## src/rtl/ship_controller.sv

```systemverilog
// ship_controller
//   Player-ship sequencer. Turns held left/right buttons into paced move
//   strobes and fire-button edges into a one-shot bullet launch. Runs the
//   ship life cycle (ALIVE -> EXPLODING -> RESPAWN / GAME_OVER) and tracks
//   the remaining lives.
//
// Ports
//   i_clk_36MHz        system clock
//   i_reset            synchronous, active-high reset
//   i_left_debounced   left button level
//   i_right_debounced  right button level
//   i_fire_debounced   fire button level
//   i_ship_hit         one-cycle hit pulse from collision detection
//   i_new_game         one-cycle pulse, restart after game over
//   i_bullet_busy      player bullet still in flight
//   o_move_left        one-cycle strobe, step ship left
//   o_move_right       one-cycle strobe, step ship right
//   o_fire             one-cycle strobe, launch bullet
//   o_ship_recenter    one-cycle strobe, return ship to start column
//   o_ship_visible     high in ALIVE
//   o_exploding        high in EXPLODING
//   o_game_over        high in GAME_OVER
//   o_lives            remaining lives
//   o_state            ALIVE=0, EXPLODING=1, RESPAWN=2, GAME_OVER=3
module ship_controller #(
    parameter int MOVE_DIV       = 3600000,
    parameter int EXPLODE_CYCLES = 18000000,
    parameter int RESPAWN_CYCLES = 36000000,
    parameter int LIVES          = 3
) (
    input  logic       i_clk_36MHz,
    input  logic       i_reset,
    input  logic       i_left_debounced,
    input  logic       i_right_debounced,
    input  logic       i_fire_debounced,
    input  logic       i_ship_hit,
    input  logic       i_new_game,
    input  logic       i_bullet_busy,
    output logic       o_move_left,
    output logic       o_move_right,
    output logic       o_fire,
    output logic       o_ship_recenter,
    output logic       o_ship_visible,
    output logic       o_exploding,
    output logic       o_game_over,
    output logic [1:0] o_lives,
    output logic [1:0] o_state
);

    typedef enum logic [1:0] {
        ST_ALIVE     = 2'd0,
        ST_EXPLODING = 2'd1,
        ST_RESPAWN   = 2'd2,
        ST_GAME_OVER = 2'd3
    } state_t;

    localparam int PW   = (MOVE_DIV > 1) ? $clog2(MOVE_DIV) : 1;
    localparam int TMAX = (EXPLODE_CYCLES > RESPAWN_CYCLES) ? EXPLODE_CYCLES : RESPAWN_CYCLES;
    // Timer only ever holds load values (duration-1), so TMAX-1 must fit.
    localparam int TW   = (TMAX > 1) ? $clog2(TMAX) : 1;

    localparam logic [PW-1:0] PRESC_LAST   = PW'(MOVE_DIV - 1);
    localparam logic [TW-1:0] EXPLODE_LOAD = TW'(EXPLODE_CYCLES - 1);
    localparam logic [TW-1:0] RESPAWN_LOAD = TW'(RESPAWN_CYCLES - 1);
    localparam logic [1:0]    LIVES_INIT   = 2'(LIVES);

    state_t          r_state;
    logic [1:0]      r_lives;
    logic [PW-1:0]   r_presc;
    logic [TW-1:0]   r_timer;
    logic            r_pending;
    logic            r_fire_q;
    logic            r_move_left;
    logic            r_move_right;
    logic            r_fire;
    logic            r_recenter;

    state_t          w_state_nxt;
    logic [1:0]      w_lives_nxt;
    logic [PW-1:0]   w_presc_nxt;
    logic [TW-1:0]   w_timer_nxt;
    logic            w_pending_nxt;
    logic            w_move_left;
    logic            w_move_right;
    logic            w_fire;
    logic            w_recenter;
    logic            w_tick;
    logic            w_fire_edge;
    logic            w_want_fire;

    always_ff @(posedge i_clk_36MHz) begin
        if (i_reset) begin
            r_state      <= ST_ALIVE;
            r_lives      <= LIVES_INIT;
            r_presc      <= '0;
            r_timer      <= '0;
            r_pending    <= 1'b0;
            r_fire_q     <= 1'b0;
            r_move_left  <= 1'b0;
            r_move_right <= 1'b0;
            r_fire       <= 1'b0;
            r_recenter   <= 1'b0;
        end else begin
            r_state      <= w_state_nxt;
            r_lives      <= w_lives_nxt;
            r_presc      <= w_presc_nxt;
            r_timer      <= w_timer_nxt;
            r_pending    <= w_pending_nxt;
            r_fire_q     <= i_fire_debounced;
            r_move_left  <= w_move_left;
            r_move_right <= w_move_right;
            r_fire       <= w_fire;
            r_recenter   <= w_recenter;
        end
    end

    always_comb begin
        w_tick        = (r_presc == PRESC_LAST);
        w_fire_edge   = i_fire_debounced & ~r_fire_q;
        // An edge arriving this cycle counts as pending immediately, so a
        // qualifying state lets it launch with one cycle of latency.
        w_want_fire   = r_pending | w_fire_edge;

        w_presc_nxt   = w_tick ? '0 : r_presc + 1'b1;
        w_state_nxt   = r_state;
        w_lives_nxt   = r_lives;
        w_timer_nxt   = r_timer;
        w_pending_nxt = w_want_fire;
        w_move_left   = 1'b0;
        w_move_right  = 1'b0;
        w_fire        = 1'b0;
        w_recenter    = 1'b0;

        unique case (r_state)
            ST_ALIVE: begin
                if (i_ship_hit) begin
                    // Hit beats any move or fire decided in the same cycle.
                    w_state_nxt   = ST_EXPLODING;
                    w_timer_nxt   = EXPLODE_LOAD;
                    w_pending_nxt = 1'b0;
                    if (r_lives != 2'd0)
                        w_lives_nxt = r_lives - 2'd1;
                end else begin
                    if (w_tick && (i_left_debounced ^ i_right_debounced)) begin
                        w_move_left  = i_left_debounced;
                        w_move_right = i_right_debounced;
                    end
                    if (w_want_fire && !i_bullet_busy) begin
                        w_fire        = 1'b1;
                        w_pending_nxt = 1'b0;
                    end
                end
            end
            ST_EXPLODING: begin
                if (r_timer == '0) begin
                    if (r_lives == 2'd0) begin
                        w_state_nxt = ST_GAME_OVER;
                    end else begin
                        w_state_nxt = ST_RESPAWN;
                        w_timer_nxt = RESPAWN_LOAD;
                        w_recenter  = 1'b1;
                    end
                end else begin
                    w_timer_nxt = r_timer - 1'b1;
                end
            end
            ST_RESPAWN: begin
                if (r_timer == '0)
                    w_state_nxt = ST_ALIVE;
                else
                    w_timer_nxt = r_timer - 1'b1;
            end
            ST_GAME_OVER: begin
                if (i_new_game) begin
                    w_lives_nxt = LIVES_INIT;
                    w_state_nxt = ST_RESPAWN;
                    w_timer_nxt = RESPAWN_LOAD;
                    w_recenter  = 1'b1;
                end
            end
            default: w_state_nxt = ST_ALIVE;
        endcase
    end

    assign o_move_left     = r_move_left;
    assign o_move_right    = r_move_right;
    assign o_fire          = r_fire;
    assign o_ship_recenter = r_recenter;
    assign o_ship_visible  = (r_state == ST_ALIVE);
    assign o_exploding     = (r_state == ST_EXPLODING);
    assign o_game_over     = (r_state == ST_GAME_OVER);
    assign o_lives         = r_lives;
    assign o_state         = r_state;

endmodule

```

## config.mk

```make
export PLATFORM = sky130hd
export DESIGN_NAME = ship_controller
export DESIGN_NICKNAME = d
export VERILOG_FILES = /design/src/rtl/ship_controller.sv
export SDC_FILE = /design/constraint.sdc
export NUM_CORES = 1
export LEC_CHECK = 0
export CORE_UTILIZATION = 45
export DETAILED_ROUTE_END_ITERATION = 10
export MAX_ROUTING_LAYER = met4
export PLACE_DENSITY = 0.61
export SYNTH_ARGS = -nofsm -noshare
export SYNTH_HDL_FRONTEND = slang
export SYNTH_SLANG_ARGS = --single-unit
```

## constraint.sdc

```tcl
create_clock -name i_clk_36MHz -period 7.6 [get_ports i_clk_36MHz]
set_input_delay 2.28 -clock i_clk_36MHz [delete_from_list [all_inputs] [get_ports i_clk_36MHz]]
set_output_delay 2.28 -clock i_clk_36MHz [all_outputs]
set_load 0.005 [all_outputs]
```

=== Word-level counts from Yosys, hierarchy flattened ===
Cells that the tools add are included.

* Flip-flop bits (word level): 58
* Input port bits: 8
* Output and inout port bits: 11

* Add/sub/neg operators: 3
* Bitwise logic cells: 6
* Eq/ne operators: 11
* Reduce and logical (&&, ||, !) cells: 14
* Multiplexer cells: 24

{| class="wikitable"
|+ Operators with widths
! kind !! number
|-
| 26-bit two-way mux || 5
|-
| 26-bit one-hot mux with 4 select lines || 1
|-
| 26-bit logical NOT || 1
|-
| 26-bit by 1-bit subtractor with 26-bit output, second input constant || 1
|-
| 22-bit by 1-bit adder with 22-bit output, second input constant || 1
|-
| 22-bit == test, second input constant || 1
|-
| 2-bit two-way mux || 7
|-
| 4-bit AND reduction || 3
|-
| 1-bit two-way mux || 8
|-
| 2-bit != test, second input constant || 4
|-
| 2-bit one-hot mux with 4 select lines || 1
|-
| 2-bit == test, second input constant || 2
|-
| 2-bit logical NOT || 2
|-
| 2-bit by 1-bit != test with 1-bit output, second input constant || 2
|-
| 2-bit one-hot mux with 2 select lines || 1
|-
| 2-bit nonzero test || 2
|-
| 4-bit OR reduction || 1
|-
| 3-bit != test, second input constant || 1
|-
| 1-bit inverter || 3
|-
| 3-bit OR reduction || 1
|-
| 2-bit by 1-bit == test with 1-bit output, second input constant || 1
|-
| 1-bit logical AND || 2
|-
| 1-bit one-hot mux with 2 select lines || 1
|-
| 2-bit OR reduction || 1
|-
| other kinds (5) || 5
|}

=== Logic depth before layout (Yosys ltp) ===
* Depth in word-level cells: 7
* Depth in mapped cells: 9
* Gate-level depth less buffers: 8

=== Least setup slack after synthesis ===
Ideal clock, no wire load.

* Path kind: input-to-reg
* Start point: input port i_ship_hit
* End point: register r_timer[19]
* Arrival time: 3.283 ns
* Setup time: 0.070 ns
* Cell stages on the path: 5
* Path slack: 4.247 ns
* Cell sequence: inv_1 > a21oi_1 > o21ai_2 > or4_1 > a21oi_1

* Cells in the longest elaborated chain, start to end: 2

{| class="wikitable"
|+ Ends and longest elaborated chain
! what !! line !! text
|-
| start: declaration || 36 || <nowiki>input logic i_ship_hit,</nowiki>
|-
| 2-bit != test (no line) || - ||
|-
| 4-bit AND reduction (no line) || - ||
|-
| end signal: assignment || 107 || <nowiki>r_timer <= w_timer_nxt;</nowiki>
|-
| end: declaration || 70 || <nowiki>logic [TW-1:0] r_timer;</nowiki>
|}

Every way passes these cells.
A chain may end at the register's enable or synchronous reset.

=== Worst setup path in the final report ===
* Start point: register r_state[0], in the netlist o_state[0]
* End point: output port o_ship_visible

* Cells in the longest elaborated chain, start to end: 1

{| class="wikitable"
|+ Ends and longest elaborated chain
! what !! line !! text
|-
| start: declaration || 67 || <nowiki>state_t r_state;</nowiki>
|-
| start signal: assignment || 104 || <nowiki>r_state <= w_state_nxt;</nowiki>
|-
| 2-bit logical NOT || 189 || <nowiki>assign o_ship_visible = (r_state == ST_ALIVE);</nowiki>
|-
| end: declaration || 43 || <nowiki>output logic o_ship_visible,</nowiki>
|}

Every way passes these cells.

==> flow_summary.toml <==
[die]
core_region_area_sq_um = 6490
chipWidth_um = 84.7
rows = 29
design.portCount = 19
start_util_pct = 47.4
die_height_um = 84.7
fp.dieArea_sq_um = 7180

[critical_path]
critPathCapture = "o_ship_visible"
worst-endpoint-arrival_ns = 2.35
regToRegStartpoint = "o_state[0]$_SDFFE_PP0P_"
startpoint_type = "flop"
worst-path-max-fanout = 19
cell_depth_of_the_worst_flop_to_flop_path = 6
worstSetupStartpoint = "o_state[0]$_SDFFE_PP0P_"
crit_family = "buffers and inverters"
cpMaxStageDelayCell = "sky130_fd_sc_hd__dfxtp_1"
critical_path_cell_count = 3
cp.buffers_inverters = 2
worst-r2r-setup-slack_ns = 4.66
crit-reg2reg-capture = "r_timer[19]$_SDFFE_PP0P_"
cp_cell_sequence = "or2_2 > clkinv_1 > clkdlybuf4s50_1"
crit_path_max_incr_delay_ns = 0.74
cp_data_required_time_ns = 5.32
timing.critical_path.to_type = "output port"
criticalPathCategory = "flop to output port"

[place]
placer_congestion = 0.869
dp.final_hpwl_um = 5290
io_buffer_count = 18

[final_layout]
antenna-diode-count = 0
multiInputGateArea_sq_um = 1790
finish.net_count = 414
area.growth.synth_to_final_pct = 14.9
final.fill_count = 623
drive_gt1_share_pct = 8.85
seqCellArea_sq_um = 1160

[drt]
drt-wirelength-per-cell_um = 16.0
viasPerCell = 6.00
drt_iter0_markers = 276
detailedRoute.firstPassIterationCount = 8
drcViolationCount = 3
route.antenna.remaining_nets = 0
vias = 2902
routed_wirelength_um = 7730

[synth]
synthesis.yosys.warnings = 0
share_of_async_settable_or_async_resettable_flops_after_synthesis_pct = 0
synth.yosys.seq_area_share_pct = 37.7
ys_ff_latch = 58
avgSynthCellArea_sq_um = 8.00
yosys-top-cells-area = "sky130_fd_sc_hd__dfxtp_1, sky130_fd_sc_hd__nor2_1, sky130_fd_sc_hd__xor2_1"
synth-main-ff-cell = "sky130_fd_sc_hd__dfxtp_1"
ys_types = 58
synth_area_leader_cell = "sky130_fd_sc_hd__dfxtp_1"
post_synth_inst_count = 385
post_synth_net_total = 397
netlist_area_sq_um = 3080
portion_of_synthesized_cell_area_occupied_by_the_leading_cell_type_pct = 37.7
synth_edf_count = 0

[sta]
worst_hold_slack_after_final_layout_ns = 0.490
totalNegativeSetupSlack_ns = 0
finalSetupViolCount = 0
final_min_period_ns = 4.63
timing.slew.headroom_pct = 30.1
grt_setup_unrepaired = "false"
clock-skew-final_ns = 0.0121
tightest_slew_ns = 1.04
final_min_period_over_clock_period_pct = 61.0
achievable-frequency_mhz = 216
final_max_slew_viol_count = 0
final-hold-violation-count = 0

[pwr]
total_power_mw = 0.779
total_power_divided_by_cell_area_nw_per_um2 = 220
peakVddDrop_mv = 0.125
leakagePower_nw = 1.32

[global_routing]
grt.overflow.total = 0
antenna_found_initial = 0
grt_start_max_net_pins = 22
grt_first_pass_wirelength_um = 13100
first_global_vias = 2743
globalRouteTotalUtil_pct = 23.8

[clocking]
worst_skew_pair.late_latency_ns = 0.35
cts_repair_resize_count = 0
clkTransAtPathRegs_ns = 0.07
tritoncts = "done"
clock_tree.root_cell = "sky130_fd_sc_hd__clkbuf_8"
clock_sink_count = 58
cts-root-to-sink-buffers = 2
cts-htree-levels = 3
cts_setup_buffers = 0
cts-buffers-inserted = 9
holdBufCountCts = 0

[outcome]
run_status = "complete, but fails checks"
failed_checks = "design-rule violations"

[run]
timing.max_cap.violations = 0

[worst_hold_path]
hp-class = "flop to flop"
## how the worst min path moves through the flow
stage	start	cells past startpoint	endpoint	slack (ns)
global route	r_timer[19]$_SDFFE_PP0P_	2	r_timer[19]$_SDFFE_PP0P_	0.50
floorplan	r_presc[0]$_SDFF_PP0_	1	r_presc[0]$_SDFF_PP0_	0.45
detailed placement	r_presc[0]$_SDFF_PP0_	1	r_presc[0]$_SDFF_PP0_	0.48
CTS	r_timer[19]$_SDFFE_PP0P_	2	r_timer[19]$_SDFFE_PP0P_	0.49
global placement	r_timer[19]$_SDFFE_PP0P_	2	r_timer[19]$_SDFFE_PP0P_	0.47
finish	r_presc[0]$_SDFF_PP0_	1	r_presc[0]$_SDFF_PP0_	0.49
## layout make-up
cell class,instances,area share [%]
multi-input combinational,297,50.7
sequential,58,32.8
timing repair buffer,21,5.73
clock buffer,12,4.38
tap,77,2.72
clock inverter,4,2.09
inverter,15,1.59
## layer usage
metal	vias up	wire length, um	global-route usage (%)	part of all wire [%]
li1	1429	-	-	-
met1	1362	3910	32.7	51
met2	96	3220	34.7	42
met3	15	481	3.74	6.2
met4	0	125	10.3	1.6
met5	-	0	-	0
## cell families (layout without fill, tap and decap cells)
group / count (synthesis) / count (layout) / synth area share, %
AND/OR/NAND/NOR: 185 / 185 / 31.2
buffers and inverters: 30 / 52 / 4.06
multiplexers: 1 / 1 / 0.325
AO/OA/AOI/OAI: 81 / 81 / 17.7
XOR/XNOR: 25 / 25 / 7.11
adder cells (fa/ha/maj): 5 / 5 / 1.95
flip-flops: 58 / 58 / 37.7
## layout by cell type, fill, tap and decap left out, types with 3 or more instances in the layout
master,synthesis,routed
sky130_fd_sc_hd__and3_1,6,6
sky130_fd_sc_hd__or3_1,7,7
sky130_fd_sc_hd__o21a_1,5,5
sky130_fd_sc_hd__a21oi_1,27,27
sky130_fd_sc_hd__dfxtp_1,58,58
sky130_fd_sc_hd__nand3_1,18,18
sky130_fd_sc_hd__xnor2_1,8,8
sky130_fd_sc_hd__nand2_1,30,30
sky130_fd_sc_hd__nor2_1,57,57
sky130_fd_sc_hd__ha_1,4,4
sky130_fd_sc_hd__o22ai_1,3,3
sky130_fd_sc_hd__o21ai_0,9,9
sky130_fd_sc_hd__nor4_1,9,9
sky130_fd_sc_hd__xor2_1,17,17
sky130_fd_sc_hd__nor3_1,19,19
sky130_fd_sc_hd__inv_1,12,12
sky130_fd_sc_hd__nor4b_1,3,3
sky130_fd_sc_hd__clkdlybuf4s50_1,0,18
sky130_fd_sc_hd__a31oi_1,7,7
sky130_fd_sc_hd__clkbuf_8,0,11
sky130_fd_sc_hd__a32o_1,3,3
sky130_fd_sc_hd__or4_1,3,3
sky130_fd_sc_hd__nor2b_1,3,3
sky130_fd_sc_hd__buf_4,0,3
sky130_fd_sc_hd__nand4_1,8,8
sky130_fd_sc_hd__or2_2,5,5
sky130_fd_sc_hd__a311o_1,3,3
sky130_fd_sc_hd__clkinv_1,3,3
## worst register-to-register path, stage by stage, from the launching register on
cell and delay [ns]:
sky130_fd_sc_hd__dfxtp_1 0.74, sky130_fd_sc_hd__or2_2 0.41, sky130_fd_sc_hd__clkinv_1 0.32, sky130_fd_sc_hd__a21oi_1 0.41, sky130_fd_sc_hd__o21ai_2 0.31, sky130_fd_sc_hd__or4_1 0.54
sky130_fd_sc_hd__a21oi_1 0.15
## power breakdown
| group | total [mW] | internal (mW) | switching [mW] |
|---|---|---|---|
| Clock | 0.331 | 0.203 | 0.128 |
| Sequential | 0.333 | 0.317 | 0.0159 |
| Combinational | 0.115 | 0.0446 | 0.0699 |
| Total | 0.779 | 0.564 | 0.214 |
## synthesized netlist by cell type, drive strengths merged (2+ instances only)
master	number
dfxtp	58
nor2	57
nand2	30
a21oi	29
nand3	19
nor3	19
xor2	17
inv	12
clkbuf	10
nor4	10
o21ai	10
nand4	8
xnor2	8
a31oi	7
or3	7
and3	6
buf	5
o21a	5
or2	5
or4	5
ha	4
o22ai	4
a311o	3
a32o	3
clkinv	3
nor2b	3
nor4b	3
a211oi	2
a21o	2
a311oi	2
and4	2
nand3b	2
nand4b	2
nor3b	2
o2111ai	2
o211ai	2
o21bai	2
o31ai	2
or4b	2
## registers in the layout, summed over array words and instances (netlist names)
register	count
r_pending	1
o_lives	2
o_state	2
r_presc	22
r_timer	26
o_move_right	1
o_move_left	1
r_fire_q	1
o_fire	1
o_ship_recenter	1
## through the flow
stage / instances / worst slack, ns / instance area, sq um / util [%]
floorplan: 385 / 4.25 / 3080 / -
global placement: 468 / 3.14 / 3310 / 51.0
detailed placement: 468 / 3.11 / 3310 / 51.0
CTS: 484 / 2.98 / 3540 / 54.5
global route: 484 / 2.85 / 3540 / 54.5
finish: 484 / 2.97 / 3540 / 54.5
Note: power is estimated with default switching activity, not from simulation.
